--- src/rtl/crc_arb_pkg.sv ---
// Shared definitions for crc_engine_arbiter: FSM encoding and default sizing.
package crc_arb_pkg;

  localparam int NUM_REQ_DEF     = 4;
  localparam int ID_W_DEF        = 2;
  localparam int CRC_W_DEF       = 32;
  localparam int TIMEOUT_CYC_DEF = 1024;

  typedef enum logic [2:0] {
    IDLE     = 3'd0,
    START    = 3'd1,
    STREAM   = 3'd2,
    WAIT_CRC = 3'd3,
    RESP     = 3'd4
  } arb_state_e;

endpackage

--- src/rtl/crc_engine_arbiter_rr_arbiter.sv ---
// Combinational round-robin pick: first set request at or after ptr_i, cyclically.
module rr_arbiter #(
  parameter int NUM_REQ = 4,
  parameter int ID_W    = 2
) (
  input  logic [NUM_REQ-1:0] req_i,
  input  logic [ID_W-1:0]    ptr_i,
  output logic [ID_W-1:0]    gnt_idx_o,
  output logic               gnt_any_o
);

  logic [ID_W-1:0] hi_idx, lo_idx;
  logic            hi_any, lo_any;

  // Descending scans so the lowest qualifying index is the one left standing.
  always_comb begin
    hi_idx = '0;
    hi_any = 1'b0;
    lo_idx = '0;
    lo_any = 1'b0;
    for (int i = NUM_REQ - 1; i >= 0; i--) begin
      if (req_i[i]) begin
        lo_idx = ID_W'(i);
        lo_any = 1'b1;
        if (i >= int'(ptr_i)) begin
          hi_idx = ID_W'(i);
          hi_any = 1'b1;
        end
      end
    end
  end

  assign gnt_idx_o = hi_any ? hi_idx : lo_idx;
  assign gnt_any_o = lo_any;

endmodule

--- src/rtl/crc_engine_arbiter.sv ---
// Round-robin sharing of one byte-serial CRC engine among NUM_REQ frame sources.
// Optional engine watchdog enabled by defining CRC_ARB_TIMEOUT_EN.
module crc_engine_arbiter
  import crc_arb_pkg::*;
#(
  parameter int NUM_REQ     = NUM_REQ_DEF,
  parameter int ID_W        = ID_W_DEF,
  parameter int CRC_W       = CRC_W_DEF,
  parameter int TIMEOUT_CYC = TIMEOUT_CYC_DEF
) (
  input  logic                 clk,
  input  logic                 rst,
  input  logic [NUM_REQ-1:0]   req_valid,
  input  logic [NUM_REQ*8-1:0] req_data,
  input  logic [NUM_REQ-1:0]   req_last,
  output logic [NUM_REQ-1:0]   req_ready,
  output logic                 resp_valid,
  input  logic                 resp_ready,
  output logic [ID_W-1:0]      resp_id,
  output logic [CRC_W-1:0]     resp_crc,
  output logic                 resp_err,
  output logic                 busy,
  output logic                 crc_start,
  output logic                 crc_data_valid,
  output logic [7:0]           crc_data,
  input  logic                 crc_ready,
  input  logic [CRC_W-1:0]     crc_out
);

  if (NUM_REQ < 2 || NUM_REQ > 8 || ID_W != $clog2(NUM_REQ) || TIMEOUT_CYC < 1) begin : g_param_err
    $error("crc_engine_arbiter: unsupported parameter set");
  end

  arb_state_e      state_q;
  logic [ID_W-1:0] gnt_id_q, rr_ptr_q, rr_ptr_d;
  logic [ID_W-1:0] resp_id_q;
  logic [CRC_W-1:0] resp_crc_q;
  logic [ID_W-1:0] arb_idx;
  logic            arb_any;
  logic            gnt_valid, gnt_last;
  logic [7:0]      gnt_byte;
  logic            streaming;

`ifdef CRC_ARB_TIMEOUT_EN
  localparam int CNT_W = $clog2(TIMEOUT_CYC + 1);
  logic [CNT_W-1:0] to_cnt_q;
  logic             resp_err_q;
`endif

  rr_arbiter #(.NUM_REQ(NUM_REQ), .ID_W(ID_W)) u_rr (
    .req_i     (req_valid),
    .ptr_i     (rr_ptr_q),
    .gnt_idx_o (arb_idx),
    .gnt_any_o (arb_any)
  );

  assign streaming = (state_q == STREAM);

  // Granted port's byte lane, selected by compare rather than variable slicing.
  always_comb begin
    gnt_valid = 1'b0;
    gnt_last  = 1'b0;
    gnt_byte  = '0;
    req_ready = '0;
    for (int k = 0; k < NUM_REQ; k++) begin
      if (gnt_id_q == ID_W'(k)) begin
        gnt_valid    = req_valid[k];
        gnt_last     = req_last[k];
        gnt_byte     = req_data[k*8 +: 8];
        req_ready[k] = streaming;
      end
    end
  end

  assign rr_ptr_d = (gnt_id_q == ID_W'(NUM_REQ - 1)) ? '0 : gnt_id_q + 1'b1;

  assign busy           = (state_q != IDLE);
  assign crc_start      = (state_q == START);
  assign crc_data_valid = streaming & gnt_valid;
  assign crc_data       = streaming ? gnt_byte : 8'h00;
  assign resp_valid     = (state_q == RESP);
  assign resp_id        = resp_id_q;
  assign resp_crc       = resp_crc_q;
`ifdef CRC_ARB_TIMEOUT_EN
  assign resp_err       = resp_err_q;
`else
  assign resp_err       = 1'b0;
`endif

  always_ff @(posedge clk or posedge rst) begin
    if (rst) begin
      state_q    <= IDLE;
      gnt_id_q   <= '0;
      rr_ptr_q   <= '0;
      resp_id_q  <= '0;
      resp_crc_q <= '0;
`ifdef CRC_ARB_TIMEOUT_EN
      to_cnt_q   <= '0;
      resp_err_q <= 1'b0;
`endif
    end else begin
      case (state_q)
        IDLE: begin
          // Grant from valid alone; the first byte is taken only in STREAM.
          if (arb_any) begin
            gnt_id_q <= arb_idx;
            state_q  <= START;
          end
        end
        START: state_q <= STREAM;
        STREAM: begin
          if (gnt_valid && gnt_last) begin
            state_q <= WAIT_CRC;
`ifdef CRC_ARB_TIMEOUT_EN
            to_cnt_q <= '0;
`endif
          end
        end
        WAIT_CRC: begin
          if (crc_ready) begin
            resp_crc_q <= crc_out;
            resp_id_q  <= gnt_id_q;
            state_q    <= RESP;
`ifdef CRC_ARB_TIMEOUT_EN
            resp_err_q <= 1'b0;
          end else if (to_cnt_q == CNT_W'(TIMEOUT_CYC - 1)) begin
            resp_crc_q <= '0;
            resp_id_q  <= gnt_id_q;
            resp_err_q <= 1'b1;
            state_q    <= RESP;
          end else begin
            to_cnt_q <= to_cnt_q + 1'b1;
`endif
          end
        end
        RESP: begin
          if (resp_ready) begin
            rr_ptr_q <= rr_ptr_d;
            state_q  <= IDLE;
          end
        end
        default: state_q <= IDLE;
      endcase
    end
  end

endmodule

--- config.mk ---
export PLATFORM = sky130hd
export DESIGN_NAME = crc_engine_arbiter
export DESIGN_NICKNAME = d
export VERILOG_FILES = /design/src/rtl/crc_arb_pkg.sv /design/src/rtl/crc_engine_arbiter_rr_arbiter.sv /design/src/rtl/crc_engine_arbiter.sv
export SDC_FILE = /design/constraint.sdc
export NUM_CORES = 1
export LEC_CHECK = 0
export CAP_MARGIN = 40
export CORE_ASPECT_RATIO = 2
export CORE_MARGIN = 2
export CORE_UTILIZATION = 40
export CTS_BUF_LIST = sky130_fd_sc_hd__clkbuf_16
export CTS_CLUSTER_SIZE = 28
export DETAILED_ROUTE_END_ITERATION = 6
export PLACE_DENSITY = 0.87
export SETUP_SLACK_MARGIN = 0.2
export SLEW_MARGIN = 20
export SYNTH_ARGS = -nofsm -noshare
export SYNTH_HDL_FRONTEND = slang
export SYNTH_SLANG_ARGS = --single-unit
--- constraint.sdc ---
create_clock -name clk -period 3.65 [get_ports clk]
set_clock_uncertainty 0.15 [all_clocks]
set_input_delay 0.73 -clock clk [delete_from_list [all_inputs] [get_ports clk]]
set_output_delay 0.73 -clock clk [all_outputs]
set_load 0.01 [all_outputs]
==> flow_metrics.py, run 1 <==
metrics = {
    "timing": {
        "hold_viol": 0,
        "finalSetupTns_ns": 0,
        "slew_viol_final": 0,
        "finalCritPeriodShare_pct": 91.6,
        "slew_headroom_pct": 46.9,
        "rsz0062_at_grt": "false",
        "finalWorstSetupSlack_ns": 0.305,
        "hold_slack_ns": 0.336,
        "max_slew.worst_pin.slew_ns": 0.787,
        "setup_viol_count_final": 0,
        "fin_crit_ns": 3.34,
        "fmax_ghz": 0.299,
    },
    "placement": {
        "detailed_place_hpwl_um": 4470,
        "dp_slack_ns": 0.354,
        "portBuffers": 125,
        "gp_congestion": 0.723,
        "place_area_sq_um": 3330,
    },
    "finish": {
        "diodes": 0,
        "fin_nets": 387,
        "fillers": 389,
        "syn_to_final_growth_pct": 69.8,
        "drive_above_1_share_pct": 7.82,
        "final_area_sq_um": 3510,
    },
    "cts": {
        "clkLatencyLatePin_ns": 0.28,
        "clkTransAtPathRegs_ns": 0.06,
        "cts_made_buffers": 5,
        "cts_sinks": 41,
        "cts_resized": 1,
        "postCtsHoldBufs": 0,
        "clockRootBuffer": "clkbuf_16",
        "cts_setup_buffers": 0,
        "cts_max_path_buffers": 2,
        "cts_tree": "built",
        "htree_num_levels": 2,
    },
    "detailed_routing": {
        "vias": 1878,
        "drtAntennaViolNets": 0,
        "drt_iter0_markers": 56,
        "viasPerCell": 5.15,
        "post-route-drc-count": 0,
        "wirelength_um": 5740,
        "wl_per_cell_um": 15.7,
        "dr.pass1.iters": 4,
    },
    "global_route": {
        "grt_max_degree": 38,
        "grt_overflow": 0,
        "grt_pass1_wl_um": 8700,
        "grt_use_total_pct": 20.2,
        "antenna_found_initial": 0,
        "grt_pass1_vias": 1939,
    },
    "worst_hold_path": {
        "hold_path.class": "reg -> reg",
    },
    "synth": {
        "netlist_instances": 183,
        "syn_area_sq_um": 2070,
        "yosysTopAreaCell": "dfrtp_1",
        "syn_nets": 263,
        "ys_seq_area_share_pct": 49.6,
        "async_reset_ff_share_pct": 100,
        "synthTopCellsByArea": "dfrtp_1 50%, mux2_1 14%, mux2_2 4.9%",
        "yosys_warnings": 0,
        "syn_area_per_cell_sq_um": 11.3,
        "yosys.area.top_type_share_pct": 49.6,
        "ys.flop_type": "dfrtp_1",
        "synth-edff-count": 0,
        "synth-seq-cells": 41,
        "synth_cell_types": 31,
    },
    "setup_path": {
        "startpoint_type": "flop",
        "path_common_cell": "o21ai_0",
        "cpPeakStageDelay_ns": 0.50,
        "cpMaxStageDelayCell": "clkdlybuf4s50_1",
        "crit_type": "reg -> out",
        "crit_required_ns": 2.77,
        "crit_buf_inv": 3,
        "crit_chain": "inv_1 > ha_1 > nor2b_2 > buf_4 > a221o_1 > o21ai_0 > o21ai_0 > clkdlybuf4s50_1",
        "crit_family": "buffers and inverters",
        "worstPathArrival_ns": 2.46,
        "critical_path.max_fanout": 8,
        "cp-end-kind": "output port",
    },
    "power_and_ir_drop": {
        "power_density_nw_per_um2": 770,
        "leakagePower_nw": 1.48,
        "power_mw": 2.70,
        "ir_worst_vdd_mv": 0.632,
    },
    "floorplanning": {
        "chipWidth_um": 54.8,
        "io_pins": 127,
        "die_area_sq_um": 5790,
        "rows": 37,
        "start_util_pct": 41.0,
        "die_height_um": 106,
        "coreArea_sq_um": 5050,
    },
    "flow_run": {
        "drv_cap": 0,
    },
    "outcome": {
        "outcome": "complete, no violations",
    },
}
## worst register-to-register path: stages (launching register included)
cell and delay (ns):
dfrtp_1 0.45, inv_1 0.15, ha_1 0.20, nor2b_2 0.17, buf_4 0.17, a221oi_1 0.08, o31a_1 0.30, o41ai_1 0.34
## kinds of logic (layout without fill, tap and decap cells)
kind of cell,count (synthesis),count (layout),synth area share (%)
other,1,1,0.181
buffers and inverters,20,144,5.39
and+or+nand+nor,41,41,9.99
DFF,41,41,49.6
muxes,35,35,19.0
AOI/OAI and AO/OA,41,41,13.4
adders and majority gates,4,4,2.42
## path summary, 6_finish.rpt
kind | depth (start not counted) | endpoint | slack, ns | start
min reg2reg | 1 | resp_crc[7] | 0.34 | resp_crc[7]
max | 8 | crc_data[4] | 0.31 | gnt_id_q[0]
max in group asynchronous | 3 | state_q[2] | 2.31 | rst
min | 1 | resp_crc[7] | 0.34 | resp_crc[7]
min in group asynchronous | 2 | resp_crc[3] | 0.51 | rst
max reg2reg | 7 | state_q[0] | 1.52 | gnt_id_q[0]
## where the power goes
part / internal (mW) / total (mW) / switching (mW)
combinational: 0.850 / 1.45 / 0.602
clock: 0.247 / 0.408 / 0.162
sequential: 0.682 / 0.842 / 0.160
total: 1.78 / 2.70 / 0.923
## stage by stage
| step | utilization (%) | std cells |
|---|---|---|
| after floorplan | - | 183 |
| after global placement | 66.1 | 357 |
| after detailed placement | 66.1 | 357 |
| after CTS | 68.8 | 364 |
| after global routing | 69.6 | 365 |
| final | 69.6 | 365 |
## state kept, by name (all words and copies together) (netlist names)
signal	flops
resp_crc	32
gnt_id_q	2
state_q	3
rr_ptr_q	2
resp_id	2
## synthesized netlist by cell type, types with 4 or more instances
library cell,count
and3_1,6
mux2_2,9
clkbuf_1,4
inv_1,8
nor2_1,7
a221o_1,8
mux2_1,25
a21oi_1,6
nand2_1,11
nand3_1,8
dfrtp_1,41
ha_1,4
o21ai_0,18
## cells in the final DEF, fill, tap and decap left out, drive strengths merged, types with 2 or more instances in the layout
cell type      instances
a21oi                  6
a221o                  8
and3                   6
buf                    4
clkbuf                 5
clkdlybuf4s50        124
dfrtp                 41
ha                     4
inv                    8
mux2                  34
nand2                 11
nand2b                 3
nand3                  8
nor2                   7
nor3                   2
o21ai                 18
o31a                   2
o41ai                  3
## metal layers
metal  vias to the layer above  GRT usage, %  share of wire [%]
li1                        901             -                  -
met1                       870          23.6                 39
met2                        99          32.7                 49
met3                         8          7.22                 10
met4                         0          7.14                1.6
met5                         -             0                  0
## area by class of cell
class / instances / area, sq um / share of cell area, %
multi-input cells: 122 / 948 / 27.0
repair buffers: 129 / 1300 / 36.9
well taps: 58 / 72.6 / 2.07
flip-flops and latches: 41 / 1030 / 29.2
clock buffers: 5 / 125 / 3.57
inverters: 8 / 30.0 / 0.856
clock inverters: 2 / 11.3 / 0.321
Note: power is estimated with default switching activity, not from simulation.
==> inputs of run 2 (changes only) <==
--- a/config.mk
+++ b/config.mk
@@ -8,11 +8,11 @@
 export CAP_MARGIN = 40
 export CORE_ASPECT_RATIO = 2
 export CORE_MARGIN = 2
-export CORE_UTILIZATION = 40
+export CORE_UTILIZATION = 33
 export CTS_BUF_LIST = sky130_fd_sc_hd__clkbuf_16
 export CTS_CLUSTER_SIZE = 28
 export DETAILED_ROUTE_END_ITERATION = 6
-export PLACE_DENSITY = 0.87
+export PLACE_DENSITY = 0.77
 export SETUP_SLACK_MARGIN = 0.2
 export SLEW_MARGIN = 20
 export SYNTH_ARGS = -nofsm -noshare
==> constraint.sdc (replaced) <==
create_clock -name clk -period 3 [get_ports clk]
set_clock_uncertainty 0.15 [all_clocks]
set_input_delay 0.6 -clock clk [delete_from_list [all_inputs] [get_ports clk]]
set_output_delay 0.6 -clock clk [all_outputs]
set_load 0.01 [all_outputs]
==> flow_metrics.py, run 2 (synthesized netlist as in run 1, its figures left out) <==
metrics = {
    "outcome": {
        "outcome": "complete, no violations",
    },
    "cts": {
        "clockRootBuffer": "clkbuf_16",
        "clkTransAtPathRegs_ns": 0.06,
        "clkLatencyLatePin_ns": 0.27,
        "cts_tree": "built",
        "cts_made_buffers": 5,
        "cts_sinks": 41,
        "cts_max_path_buffers": 2,
        "htree_num_levels": 2,
    },
    "setup_path": {
        "cpPeakStageDelay_ns": 0.39,
        "crit_family": "compound AO/OA/AOI/OAI gates",
        "crit_required_ns": 2.25,
        "crit_buf_inv": 3,
        "cpMaxStageDelayCell": "dfrtp_1",
        "critical_path.max_fanout": 9,
        "startpoint_type": "flop",
        "cp-end-kind": "output port",
        "worstPathArrival_ns": 1.98,
        "crit_type": "reg -> out",
        "crit_chain": "inv_1 > ha_1 > nor2b_1 > buf_4 > a221o_1 > a22oi_2 > nor2_1 > dlymetal6s2s_1",
    },
    "finish": {
        "layout_commonest_cell": "clkdlybuf4s50_1",
        "syn_to_final_growth_pct": 75.3,
        "final_cell_mix": "116 x clkdlybuf4s50_1, 41 x dfrtp_1, 25 x mux2_1",
        "drive_above_1_share_pct": 13.1,
        "largest_register_ffs": 32,
        "diodes": 0,
        "final_area_sq_um": 3620,
        "fillers": 549,
        "instances_no_fill": 404,
        "fin_nets": 399,
    },
    "detailed_routing": {
        "viasPerCell": 4.82,
        "wirelength_um": 6280,
        "wl_per_cell_um": 15.5,
        "post-route-drc-count": 0,
        "drtAntennaViolNets": 0,
        "vias": 1947,
        "dr.pass1.iters": 4,
        "drt_iter0_markers": 74,
    },
    "global_route": {
        "grt_pass1_wl_um": 9460,
        "grt_max_degree": 42,
        "grt_use_total_pct": 18.2,
        "grt_overflow": 0,
        "grt_pass1_vias": 2041,
        "antenna_found_initial": 0,
    },
    "power_and_ir_drop": {
        "power_density_nw_per_um2": 948,
        "power_mw": 3.43,
        "leakagePower_nw": 1.55,
        "ir_worst_vdd_mv": 0.657,
    },
    "timing": {
        "fin_crit_ns": 2.73,
        "setup_viol_count_final": 0,
        "max_slew.worst_pin.slew_ns": 0.509,
        "slew_viol_final": 0,
        "slew_headroom_pct": 66.1,
        "rsz0062_at_grt": "true",
        "fmax_ghz": 0.367,
        "hold_viol": 0,
        "finalCritPeriodShare_pct": 90.9,
    },
    "floorplanning": {
        "start_util_pct": 34.1,
        "coreArea_sq_um": 6060,
        "die_height_um": 116,
        "io_pins": 127,
        "die_area_sq_um": 6950,
        "chipWidth_um": 60.0,
        "rows": 40,
    },
    "placement": {
        "gp_congestion": 0.790,
        "detailed_place_hpwl_um": 5100,
        "portBuffers": 125,
        "place_area_sq_um": 3470,
        "dp_cells": 395,
    },
    "worst_hold_path": {
        "hold_path.class": "reg -> reg",
    },
    "flow_run": {
        "drv_cap": 0,
    },
}
[run 2: cell count changes in the layout (fill, tap and decap cells not counted)]
cell / previous run / this run
a22oi_1: 1 / 0
a22oi_2: 0 / 1
and2_1: 0 / 1
and2_2: 1 / 0
buf_4: 3 / 15
bufinv_16: 0 / 1
clkbuf_2: 0 / 6
clkdlybuf4s15_1: 0 / 2
clkdlybuf4s50_1: 124 / 116
ha_2: 0 / 1
ha_4: 1 / 0
nor2b_1: 0 / 1
nor2b_2: 1 / 0
[run 2: final timing paths]
kind / startpoint / endpoint / slack, ns / depth (start not counted)
worst max-delay path: gnt_id_q[1] / crc_data_valid / 0.27 / 8
worst min-delay path: resp_crc[17] / resp_crc[17] / 0.34 / 1
worst max register to register: gnt_id_q[0] / state_q[0] / 1.03 / 7
worst min register to register: resp_crc[17] / resp_crc[17] / 0.34 / 1
max in group asynchronous: rst / resp_crc[21] / 1.75 / 3
min in group asynchronous: rst / resp_crc[24] / 0.60 / 3
[run 2: cell type report]
class	instances	area [sq um]	share of cell area, %
Clock buffer	5	125	3.45
Clock inverter	3	41.3	1.14
Inverter	8	30.0	0.829
Multi-Input combinational cell	122	940	25.9
Sequential cell	41	1030	28.3
Tap cell	84	105	2.90
Timing Repair Buffer	141	1360	37.4
[run 2: what timing repair did]
| item | in CTS | in global routing |
|---|---|---|
| hold endpoints to repair | 0 | 0 |
| resized for setup | 10 | 18 |
| setup endpoints to repair | 10 | 10 |
| hold buffers | 0 | 0 |
| setup buffers | 0 | 1 |
[run 2: report_power, final]
group          internal (mW)  switching, mW
Combinational           1.05          0.780
Clock                  0.389          0.201
Sequential             0.830          0.181
[run 2: metrics by stage]
step	hold WS (ns)	utilization [%]	setup TNS [ns]	worst slack, ns
after global routing	0.358	59.8	0	0.198
final	0.340	59.8	0	0.273
after CTS	0.345	60.0	-0.0584	-0.0584
after global placement	0.324	57.3	0	0.0529
after detailed placement	0.330	57.3	0	0.0572
after floorplan	0.347	-	0	0.765
[run 2: metal layers]
metal  GRT usage [%]  part of all wire (%)
met5               0                     0
met4            6.22                   1.3
met3            4.35                   8.5
met2            37.9                    58
met1            14.9                    32
==> inputs of run 3 (changes only) <==
--- a/config.mk
+++ b/config.mk
@@ -12,6 +12,7 @@
 export CTS_BUF_LIST = sky130_fd_sc_hd__clkbuf_16
 export CTS_CLUSTER_SIZE = 28
 export DETAILED_ROUTE_END_ITERATION = 6
+export GPL_TIMING_DRIVEN = 0
 export PLACE_DENSITY = 0.77
 export SETUP_SLACK_MARGIN = 0.2
 export SLEW_MARGIN = 20
==> flow_metrics.py, run 3 (synthesized netlist as in run 1, its figures left out) <==
metrics = {
    "outcome": {
        "outcome": "complete, no violations",
    },
    "placement": {
        "portBuffers": 125,
        "gp_congestion": 0.758,
        "dp_cells": 393,
        "detailed_place_hpwl_um": 5020,
        "place_area_sq_um": 3440,
    },
    "global_route": {
        "grt_max_degree": 28,
        "grt_use_total_pct": 18.3,
        "grt_overflow": 0,
        "antenna_found_initial": 0,
        "grt_pass1_wl_um": 9610,
        "grt_pass1_vias": 2103,
    },
    "finish": {
        "utilization_pct": 59.8,
        "syn_to_final_growth_pct": 75.2,
        "drive_above_1_share_pct": 15.0,
        "instances_no_fill": 405,
        "diodes": 0,
        "fin_nets": 401,
        "final_cell_mix": "116 x clkdlybuf4s50_1, 41 x dfrtp_1, 25 x mux2_1",
        "largest_register_ffs": 32,
        "layout_commonest_cell": "clkdlybuf4s50_1",
        "final_area_sq_um": 3620,
    },
    "detailed_routing": {
        "viasPerCell": 4.92,
        "wl_per_cell_um": 15.6,
        "post-route-drc-count": 0,
        "drt_iter0_markers": 31,
        "dr.pass1.iters": 4,
        "vias": 1991,
        "wirelength_um": 6310,
        "drtAntennaViolNets": 0,
    },
    "power_and_ir_drop": {
        "power_density_nw_per_um2": 929,
        "sequentialPowerShare_pct": 29.5,
        "switching_share_pct": 34.7,
        "pwr-share-comb_pct": 56.2,
        "ir_worst_vdd_mv": 0.643,
        "clock_power_share_pct": 14.2,
        "intPower_mw": 2.20,
        "leakagePower_nw": 1.54,
        "switching_power_mw": 1.17,
    },
    "setup_path": {
        "crit_required_ns": 2.25,
        "crit_family": "compound AO/OA/AOI/OAI gates",
        "cpPeakStageDelay_ns": 0.40,
        "cpMaxStageDelayCell": "dfrtp_1",
        "crit_buf_inv": 3,
        "worstPathArrival_ns": 1.97,
        "startpoint_type": "flop",
        "critical_path.max_fanout": 4,
        "crit_type": "reg -> out",
        "cp-end-kind": "output port",
        "crit_chain": "inv_2 > ha_2 > nor2b_4 > buf_2 > a221o_1 > a22oi_2 > nor2_1 > clkbuf_2",
    },
    "cts": {
        "clockRootBuffer": "clkbuf_16",
        "cts_max_path_buffers": 2,
        "cts_tree": "built",
        "clkTransAtPathRegs_ns": 0.05,
        "htree_num_levels": 2,
        "postCtsHoldBufs": 0,
        "cts_made_buffers": 5,
        "cts_sinks": 41,
        "clkLatencyLatePin_ns": 0.27,
    },
    "timing": {
        "fmax_ghz": 0.368,
        "hold_slack_ns": 0.337,
        "fin_crit_ns": 2.72,
        "finalCritPeriodShare_pct": 90.6,
        "hold_viol": 0,
        "slew_viol_final": 0,
        "max_slew.worst_pin.slew_ns": 0.794,
        "setup_viol_count_final": 0,
        "finalSetupTns_ns": 0,
        "slew_headroom_pct": 46.4,
        "rsz0062_at_grt": "false",
    },
    "floorplanning": {
        "start_util_pct": 34.1,
        "coreArea_sq_um": 6060,
        "chipWidth_um": 60.0,
        "die_area_sq_um": 6950,
        "rows": 40,
        "io_pins": 127,
        "die_height_um": 116,
    },
    "flow_run": {
        "drv_cap": 0,
    },
    "worst_hold_path": {
        "hold_path.class": "reg -> reg",
    },
}
run 3: cell types whose count changed in the layout (fill, tap and decap cells not counted), moves of 2 or more:
cell and change:
o21ai_1 +3, ha_2 +2, buf_4 -8, buf_6 +3, clkbuf_4 +3, inv_2 +2
o21ai_0 -3, buf_2 +2, ha_1 -2
run 3: path summary, 6_finish.rpt:
path	slack (ns)	startpoint	cells after the start	endpoint
min	0.34	resp_crc[27]	1	resp_crc[27]
min reg2reg	0.34	resp_crc[27]	1	resp_crc[27]
min in group asynchronous	0.45	rst	2	resp_crc[12]
max reg2reg	0.99	gnt_id_q[0]	7	state_q[0]
max in group asynchronous	1.80	rst	3	resp_crc[9]
max	0.28	gnt_id_q[0]	8	crc_data_valid
run 3: worst reg2reg max path: cells and delay by family, from the launching register on:
kind | cells | cell delay, ns
buffers and inverters | 2 | 0.25
adders and majority gates | 1 | 0.21
AOI/OAI and AO/OA | 3 | 0.71
DFF | 1 | 0.42
and+or+nand+nor | 1 | 0.16
run 3: layer usage:
layer	vias to the layer above	part of all wire [%]	routed length, um	GRT usage (%)
met3	13	8.7	552	4.69
li1	933	-	-	-
met5	-	0	0	0
met2	113	56	3570	36.7
met1	932	32	2040	15.6
met4	0	2.4	153	8.15
run 3: layout make-up:
class | instances | area [sq um]
buffer | 12 | 101
inverter | 8 | 30.0
clock inverter | 2 | 7.51
tap | 84 | 105
sequential | 41 | 1030
multi-input combinational | 122 | 955
timing repair buffer | 131 | 1270
clock buffer | 5 | 125
fill | 516 | 2430
run 3: power groups by stage:
stage	registers [mW]	logic (mW)	clock network, mW
finish	0.994	1.89	0.479
global route	1.03	2.04	0.524
CTS	0.996	1.88	0.500
detailed placement	1.00	1.85	0
global placement	0.986	1.81	0
floorplan	1.09	0.778	0
run 3: what timing repair did:
action,in CTS,in global routing
setup buffers,3,1
setup endpoints to repair,12,11
hold endpoints to repair,0,0
cloned,0,1
pin swaps,1,1
gates resized for setup,22,28
run 3: metrics by stage:
| step | worst slack (ns) | total power [mW] |
|---|---|---|
| after global routing | 0.204 | 3.59 |
| after floorplan | 0.765 | 1.87 |
| after CTS | 0.0769 | 3.37 |
| final | 0.282 | 3.36 |
| after global placement | -0.0898 | 2.80 |
| after detailed placement | -0.108 | 2.85 |
